### config.mk
export PLATFORM = sky130hd
export DESIGN_NAME = x_dac_sample_sched
export DESIGN_NICKNAME = d
export VERILOG_FILES = /design/src/rtl/x_dac_pkg.sv /design/src/rtl/x_sync_fifo.sv /design/src/rtl/x_dac_sample_sched.sv
export SDC_FILE = /design/constraint.sdc
export NUM_CORES = 1
export LEC_CHECK = 0
export CORE_MARGIN = 2
export CORE_UTILIZATION = 58
export DETAILED_ROUTE_END_ITERATION = 10
export PLACE_DENSITY_LB_ADDON = 0.12
export REMOVE_ABC_BUFFERS = 1
export SLEW_MARGIN = 0
export SYNTH_ARGS = -nofsm -noshare
export SYNTH_HDL_FRONTEND = slang
export SYNTH_SLANG_ARGS = --single-unit
### constraint.sdc
create_clock -name i_clk -period 4.37 [get_ports i_clk]
set_clock_uncertainty 0.2 [all_clocks]
set_input_delay 0.437 -clock i_clk [delete_from_list [all_inputs] [get_ports i_clk]]
set_output_delay 0.437 -clock i_clk [all_outputs]
set_load 0.005 [all_outputs]
### src/rtl/x_dac_pkg.sv
// x_dac_pkg: shared definitions for the thermometer DAC path.
//   BW(n)       : code width for an n-wide thermometer DAC ($clog2(n))
//   midscale(n) : midscale code (n/2), used as the idle/reset output code
//   code_t      : code type for the default 64-wide DAC
package x_dac_pkg;

   localparam int N_DEF = 64;

   function automatic int BW(input int n);
      return $clog2(n);
   endfunction

   function automatic int midscale(input int n);
      return n / 2;
   endfunction

   typedef logic [BW(N_DEF)-1:0] code_t;

endpackage

### src/rtl/x_sync_fifo.sv
// x_sync_fifo: single-clock FIFO, registered storage, combinational head read.
//   clk, rst       : clock, synchronous active-high reset (pointers only)
//   push, wdata    : write request/data, ignored while full
//   pop            : read request, ignored while empty
//   rdata          : head entry (valid while !empty)
//   full, empty    : occupancy flags
//   level          : current occupancy, 0..DEPTH
module x_sync_fifo #(
   parameter int WIDTH = 8,
   parameter int DEPTH = 4
) (
   input  logic                     clk,
   input  logic                     rst,
   input  logic                     push,
   input  logic [WIDTH-1:0]         wdata,
   input  logic                     pop,
   output logic [WIDTH-1:0]         rdata,
   output logic                     full,
   output logic                     empty,
   output logic [$clog2(DEPTH):0]   level
);

   localparam int AW = $clog2(DEPTH);

   logic [WIDTH-1:0] mem [DEPTH];
   // Pointers carry one extra wrap bit so full and empty are distinguishable.
   logic [AW:0]      wptr;
   logic [AW:0]      rptr;

   assign empty = (wptr == rptr);
   assign full  = (wptr[AW] != rptr[AW]) && (wptr[AW-1:0] == rptr[AW-1:0]);
   assign level = wptr - rptr;
   assign rdata = mem[rptr[AW-1:0]];

   always_ff @(posedge clk) begin
      if (push && !full) mem[wptr[AW-1:0]] <= wdata;
   end

   always_ff @(posedge clk) begin
      if (rst) begin
         wptr <= '0;
         rptr <= '0;
      end else begin
         if (push && !full) wptr <= wptr + 1'b1;
         if (pop && !empty) rptr <= rptr + 1'b1;
      end
   end

endmodule

### src/rtl/x_dac_sample_sched.sv
// x_dac_sample_sched: buffers upstream DAC codes and releases one per
// programmable sample period to x_bin_to_therm.
//   i_clk, i_rst        : clock, synchronous active-high reset
//   i_en                : scheduler enable (period counter runs while high)
//   i_div               : sample period minus one, in clocks
//   i_valid/i_data      : upstream code handshake, o_ready back-pressure
//   o_bin, o_strobe     : released code and its one-cycle "new code" pulse
//   o_underflow         : sticky, set when a release finds the FIFO empty
//   i_clr_underflow     : clears o_underflow (a coincident set wins)
//   o_level             : FIFO occupancy
module x_dac_sample_sched
   import x_dac_pkg::*;
#(
   parameter int N     = 64,
   parameter int DEPTH = 4,
   parameter int DIV_W = 16
) (
   input  logic                     i_clk,
   input  logic                     i_rst,
   input  logic                     i_en,
   input  logic [DIV_W-1:0]         i_div,
   input  logic                     i_valid,
   input  logic [BW(N)-1:0]         i_data,
   output logic                     o_ready,
   output logic [BW(N)-1:0]         o_bin,
   output logic                     o_strobe,
   output logic                     o_underflow,
   input  logic                     i_clr_underflow,
   output logic [$clog2(DEPTH):0]   o_level
);

   localparam int CW = BW(N);
   localparam logic [CW-1:0] MID = CW'(midscale(N));

   logic [DIV_W-1:0] cnt;
   logic             tick;
   logic             push;
   logic             pop;
   logic             full;
   logic             empty;
   logic [CW-1:0]    head;

   // Ready depends only on registered occupancy (plus reset), never on pop,
   // so a full FIFO refuses a push even in a cycle that drains it.
   assign o_ready = !full && !i_rst;
   assign push    = i_valid && o_ready;

   // ">=" makes a lowered divider end the current period immediately.
   assign tick = i_en && (cnt >= i_div);
   assign pop  = tick && !empty;

   x_sync_fifo #(
      .WIDTH (CW),
      .DEPTH (DEPTH)
   ) u_fifo (
      .clk   (i_clk),
      .rst   (i_rst),
      .push  (push),
      .wdata (i_data),
      .pop   (pop),
      .rdata (head),
      .full  (full),
      .empty (empty),
      .level (o_level)
   );

   always_ff @(posedge i_clk) begin
      if (i_rst) begin
         cnt <= '0;
      end else if (!i_en || tick) begin
         cnt <= '0;
      end else begin
         cnt <= cnt + DIV_W'(1);
      end
   end

   // Emptiness is judged before this cycle's push: no bypass of a fresh code.
   always_ff @(posedge i_clk) begin
      if (i_rst) begin
         o_bin       <= MID;
         o_strobe    <= 1'b0;
         o_underflow <= 1'b0;
      end else begin
         o_strobe <= pop;
         if (pop) o_bin <= head;
         if (tick && empty)        o_underflow <= 1'b1;
         else if (i_clr_underflow) o_underflow <= 1'b0;
      end
   end

endmodule

==> flow_summary_export.csv <==
group,metric,value,unit
sta,setup_violations,0,
die,die_x,71.15,µm
worst_setup_path,critPathArrivalTime,2.26,ns
worst_setup_path,cpMostUsedCell,"nor2_1",
worst_setup_path,crit_type,"flop to output pin",
detailed_routing,via_per_inst,5.345,
detailed_routing,totalWireLength,4454,µm
worst_setup_path,cp_slowest_cell,"dfxtp_1",
worst_setup_path,crit_buf_inv,2,
worst_setup_path,reg2reg_to,"cnt[9]",
finish,drive_above_1_share,5.861,%
flow_run,maxCapViolCount,0,
worst_setup_path,crit_end,"o_ready",
global_routing,antenna_found_initial,0,
die,ios,39,
finish,antenna_cells,0,
run_status,status,"finished clean",
worst_setup_path,cp_cell_sequence,"inv_1 > ha_1 > nand2_1 > nor2_1 > nor2_1 > clkdlybuf4s50_1",
power_and_ir_drop,p_leak,0.001223,µW
synthesis,ys.flop_type,"dfxtp_1",
placement,io_buffers,38,
clock_tree,htreeDepth,2,
sta,fin_crit_sh,66.33,%
worst_setup_path,crit_path_end_kind,"output pin",
worst_hold_path,hold_path.class,"flop to flop",
worst_setup_path,r2r_slack,1.64,ns
worst_setup_path,critical_path_cell_count,6,
synthesis,yosys.area.top_type,"edfxtp_1",
power_and_ir_drop,power.density,284.4,nW/µm²
clock_tree,clock_latency,0.30,ns
clock_tree,path_clk_slew,0.09,ns
clock_tree,cts_sinks,54,
clock_tree,cts_tree,"built",
sta,tightest_slew,0.5551,ns
clock_tree,cts_hold_buffers,0,
worst_setup_path,cp_top_family,"flip-flops",
synthesis,ys_types,37,
sta,fin_crit,2.899,ns
global_routing,track_usage,19.77,%
clock_tree,cts_buffer_depth,2,
detailed_routing,first_pass_iters,4,
sta,rsz0062_at_grt,"false",
worst_setup_path,start_kind,"flop",
sta,drv_slew,0,
worst_setup_path,path_max_fanout,10,
clock_tree,ctsRootBufferMaster,"clkbuf_8",
synthesis,synth_edf_count,24,
sta,slew_headroom,62.94,%
synthesis,synth_cells,232,
finish,fin_cells,325,
worst_setup_path,cp_slowest_stage_delay,0.65,ns
clock_tree,cts_buffers,5,
finish,final_common_cell,"clkdlybuf4s50_1",
clock_tree,cts_resized,0,
worst_setup_path,worstRegToRegCells,8,
placement,dp_hpwl,3419,µm
die,core,4354,µm²
die,die_h,71.15,µm
placement,dp.cells,317,
die,dieArea,5062,µm²
synthesis,ys_top_cells_by_area,"edfxtp_1 (28%), dfxtp_1 (23%), ha_1 (11%)",
sta,setup_tns,0,ns
finish,syn_to_final_growth,19.04,%
synthesis,syn-cell-area,2615,µm²
synthesis,synth_seq_area_share,50.53,%
worst_hold_path,worstHoldStart,"cnt[0]",
worst_setup_path,critPathRequiredTime,3.73,ns
finish,fillerInstances,337,
die,rows,24,
synthesis,yosys.area.top_type_share,27.56,%
global_routing,grt_pass1_vias,1675,
power_and_ir_drop,ir_drop,0.2522,mV
finish,final_cell_mix,"clkdlybuf4s50_1 (38), nor2_1 (32), dfxtp_1 (30)",
detailed_routing,wl_per_cell,13.70,µm
detailed_routing,drt-initial-drc-count,130,
worst_setup_path,r2r_start,"cnt[0]",
sta,fmax,345.0,MHz
detailed_routing,antenna_left,0,
placement,gp_congestion,0.7526,
worst_setup_path,crit_start,"u_fifo.rptr[1]",
global_routing,grt_max_degree,18,
synthesis,async_flop_share,0,%
global_routing,grt_first_pass_wirelength,7679,µm
synthesis,syn_avg_cell_area,11.27,µm²
detailed_routing,drc,0,
global_routing,overflow,0,
synthesis,ys_warn_count,0,
sta,hold_viol,0,
detailed_routing,vias,1737,
finish,final_nets,324,
die,initial_core_util,60.06,%
synthesis,synth-seq-cells,54,
clock_tree,cts_setup_buffers,0,
-- kinds of logic after synthesis --
family	synth area share (%)
XOR/XNOR	6.029
multiplexers	7.464
AND/OR/NAND/NOR	13.11
flip-flops	50.53
adder cells (fa/ha/maj)	12.25
buffers and inverters	5.694
AO/OA/AOI/OAI	4.929
-- synth_stat cells (3+ instances only) --
cell	number
mux4_2	6
edfxtp_1	24
o21ai_0	3
nand3_1	7
mux2i_1	6
and2_1	3
dfxtp_1	30
buf_6	3
xor2_1	8
nand2_1	8
and3_1	5
inv_1	26
a21oi_1	5
nor2_1	32
nand4_1	6
ha_1	24
xnor2_1	10
and4_1	3
-- where the power goes --
group,switching (µW),internal (µW),total (µW),leakage [µW]
clock network,159,113,272,0.0000422
logic,32.9,40.5,73.4,0.000721
registers,4.45,535,540,0.000460
-- stage by stage --
stage | utilization [%] | setup WS [ns] | hold slack [ns] | total power (µW) | area (µm²)
2_1_floorplan | - | 1.506 | 0.2255 | 582.0 | 2564
3_3_place_gp | 69.45 | 1.176 | 0.2514 | 623.9 | 3024
3_5_place_dp | 69.45 | 1.179 | 0.2597 | 625.7 | 3024
4_1_cts | 71.49 | 1.416 | 0.2834 | 897.3 | 3113
5_1_grt | 71.49 | 1.260 | 0.3295 | 923.1 | 3113
6_report | 71.49 | 1.471 | 0.2808 | 885.4 | 3113
-- registers in the layout (all words and copies together) (netlist names) --
| name | flops |
|---|---|
| o_bin | 6 |
| o_strobe | 1 |
| u_fifo.wptr | 3 |
| u_fifo.mem | 24 |
| u_fifo.rptr | 3 |
| cnt | 16 |
| o_underflow | 1 |
-- area by class of cell --
cell class	instances	area (µm²)	share of cell area, %
clock buffers	5	68.82	2.211
clock inverters	3	20.02	0.6431
inverters	26	97.59	3.135
multi-input cells	145	1145	36.78
flip-flops and latches	54	1321	42.44
well taps	52	65.06	2.090
repair buffers	40	395.4	12.70
-- worst min-delay path by stage --
stage             end  cells after the start
2_1_floorplan  cnt[0]                      1
3_3_place_gp   cnt[0]                      1
3_5_place_dp   cnt[0]                      1
4_1_cts        cnt[0]                      1
5_1_grt        cnt[0]                      1
6_report       cnt[0]                      1
-- routing by layer --
layer | part of all wire, % | track usage (%) | vias up
met5 | 0 | 0 | -
met4 | 0.83 | 5.451 | 0
met3 | 4.2 | 5.556 | 6
met2 | 47 | 31.69 | 39
met1 | 48 | 26.50 | 806
li1 | - | - | 886
(Power assumes the default switching activity.)
==> variant (same flow settings) <==
Register the output `o_level`, without a reset; this adds one clock of latency there. The other outputs are not delayed to match.
--- a/src/rtl/x_dac_sample_sched.sv
+++ b/src/rtl/x_dac_sample_sched.sv
@@ -34,2 +34,4 @@
 
+   logic [$clog2(DEPTH):0] o_level_d;
+
    logic [DIV_W-1:0] cnt;
@@ -63,3 +65,3 @@
       .empty (empty),
-      .level (o_level)
+      .level (o_level_d)
    );
@@ -90,2 +92,6 @@
 
+   always_ff @(posedge i_clk) begin
+      o_level <= o_level_d;
+   end
+
 endmodule
Function: changed (Yosys sat finds a counterexample within 4 cycles, from zero or initial values and one cycle with i_rst high).
==> variant against the original RTL <==
  * Via count is 5.7% higher
  * Wire length grew 2.2%
  * Worst setup slack improved by 0.087 ns
  * Power up 22%
  * Design area is 8.9% higher
  * Global-route usage grew 0.15 points
  * Sequential cell count up 3
  * Area after synthesis is 7.0% higher
  * Register-to-register slack better by 0.13 ns
  * Critical endpoint unchanged
  * Largest cell class unchanged
==> variant: results (changes against the original RTL) <==
Outcome: complete, no violations (unchanged)
Reg2reg setup slack: 1.77 ns (was 1.64 ns)
Max VDD drop: 0.229 mV (was 0.252 mV)
Post-DP HPWL: 3.30 mm (was 3.42 mm)
Hold Worst Slack: 0.266 ns (was 0.281 ns)
Xor/xnor share of the synthesized area: 5.63% (was 6.03%)
Slowest-stage cell, CP: clkdlybuf4s50_1 (was dfxtp_1)
Compound-cell area share of the yosys netlist: 5.14% (was 4.93%)
Filler cells: 355 (was 337)
Clk tree area frac: 5.20% (was 2.85%)
CTS Buf Count: 9 (was 5)
Yosys reg bits: 57 (was 54)
Relative slew slack: 43.8% (was 62.9%)
RD Place Congestion: 0.745 (was 0.753)
Hold depth: 2 (was 1)
Cell variety after synth: 40 (was 37)
Clk. pwr: 0.000430 W (was 0.000272 W)
Worst path max stage delay: 0.84 ns (was 0.65 ns)
Largest cells by area after synthesis: edfxtp_1 26%, dfxtp_1 24%, ha_1 11% (was edfxtp_1 28%, dfxtp_1 23%, ha_1 11%)
Register-to-Register Path Depth: 7 (was 8)
NumNets Final: 341 (was 324)
Total GRT Usage: 19.9% (was 19.8%)
Seq/total area: 40.7% (was 42.4%)
Plain + repair buffers: 38 (was 40)
Static Leak: 1.39 nW (was 1.22 nW)
Largest net degree at the start of global routing: 27 (was 18)
Htree depth: 3 (was 2)
Post-synth top cells: 33 x dfxtp_1, 27 x nor2_1, 26 x inv_1, 24 x edfxtp_1, 24 x ha_1 (was 32 x nor2_1, 30 x dfxtp_1, 26 x inv_1, 24 x edfxtp_1, 24 x ha_1)
Launch point of the worst path: i_rst (was u_fifo.rptr[1]$_SDFFE_PP0P_)
variant: changes by cell type in the layout (fill, tap and decap cells not counted), moves of 5 or more:
cell / change
nand2b_1: +12
clkbuf_8: +7
nand3_1: +5
nor2_1: -5
variant: stage by stage:
stage | setup WS [ns] | area [um2] | instances | power, W
after floorplan | 1.90 | 2770 | 240 | 0.000622
after global placement | 1.32 | 3210 | 332 | 0.000663
after detailed placement | 1.33 | 3210 | 332 | 0.000664
after CTS | 1.56 | 3390 | 347 | 0.00109
after global routing | 1.43 | 3390 | 347 | 0.00113
final | 1.56 | 3390 | 347 | 0.00108
variant: per-layer routing:
layer	share of wire (%)	track usage (%)	routed length (um)	up-vias
met2	48	31.0	2200	39
met1	46	25.4	2110	856
met5	0	0	0	-
li1	-	-	-	934
met3	3.7	6.72	168	7
met4	1.6	8.48	75	0
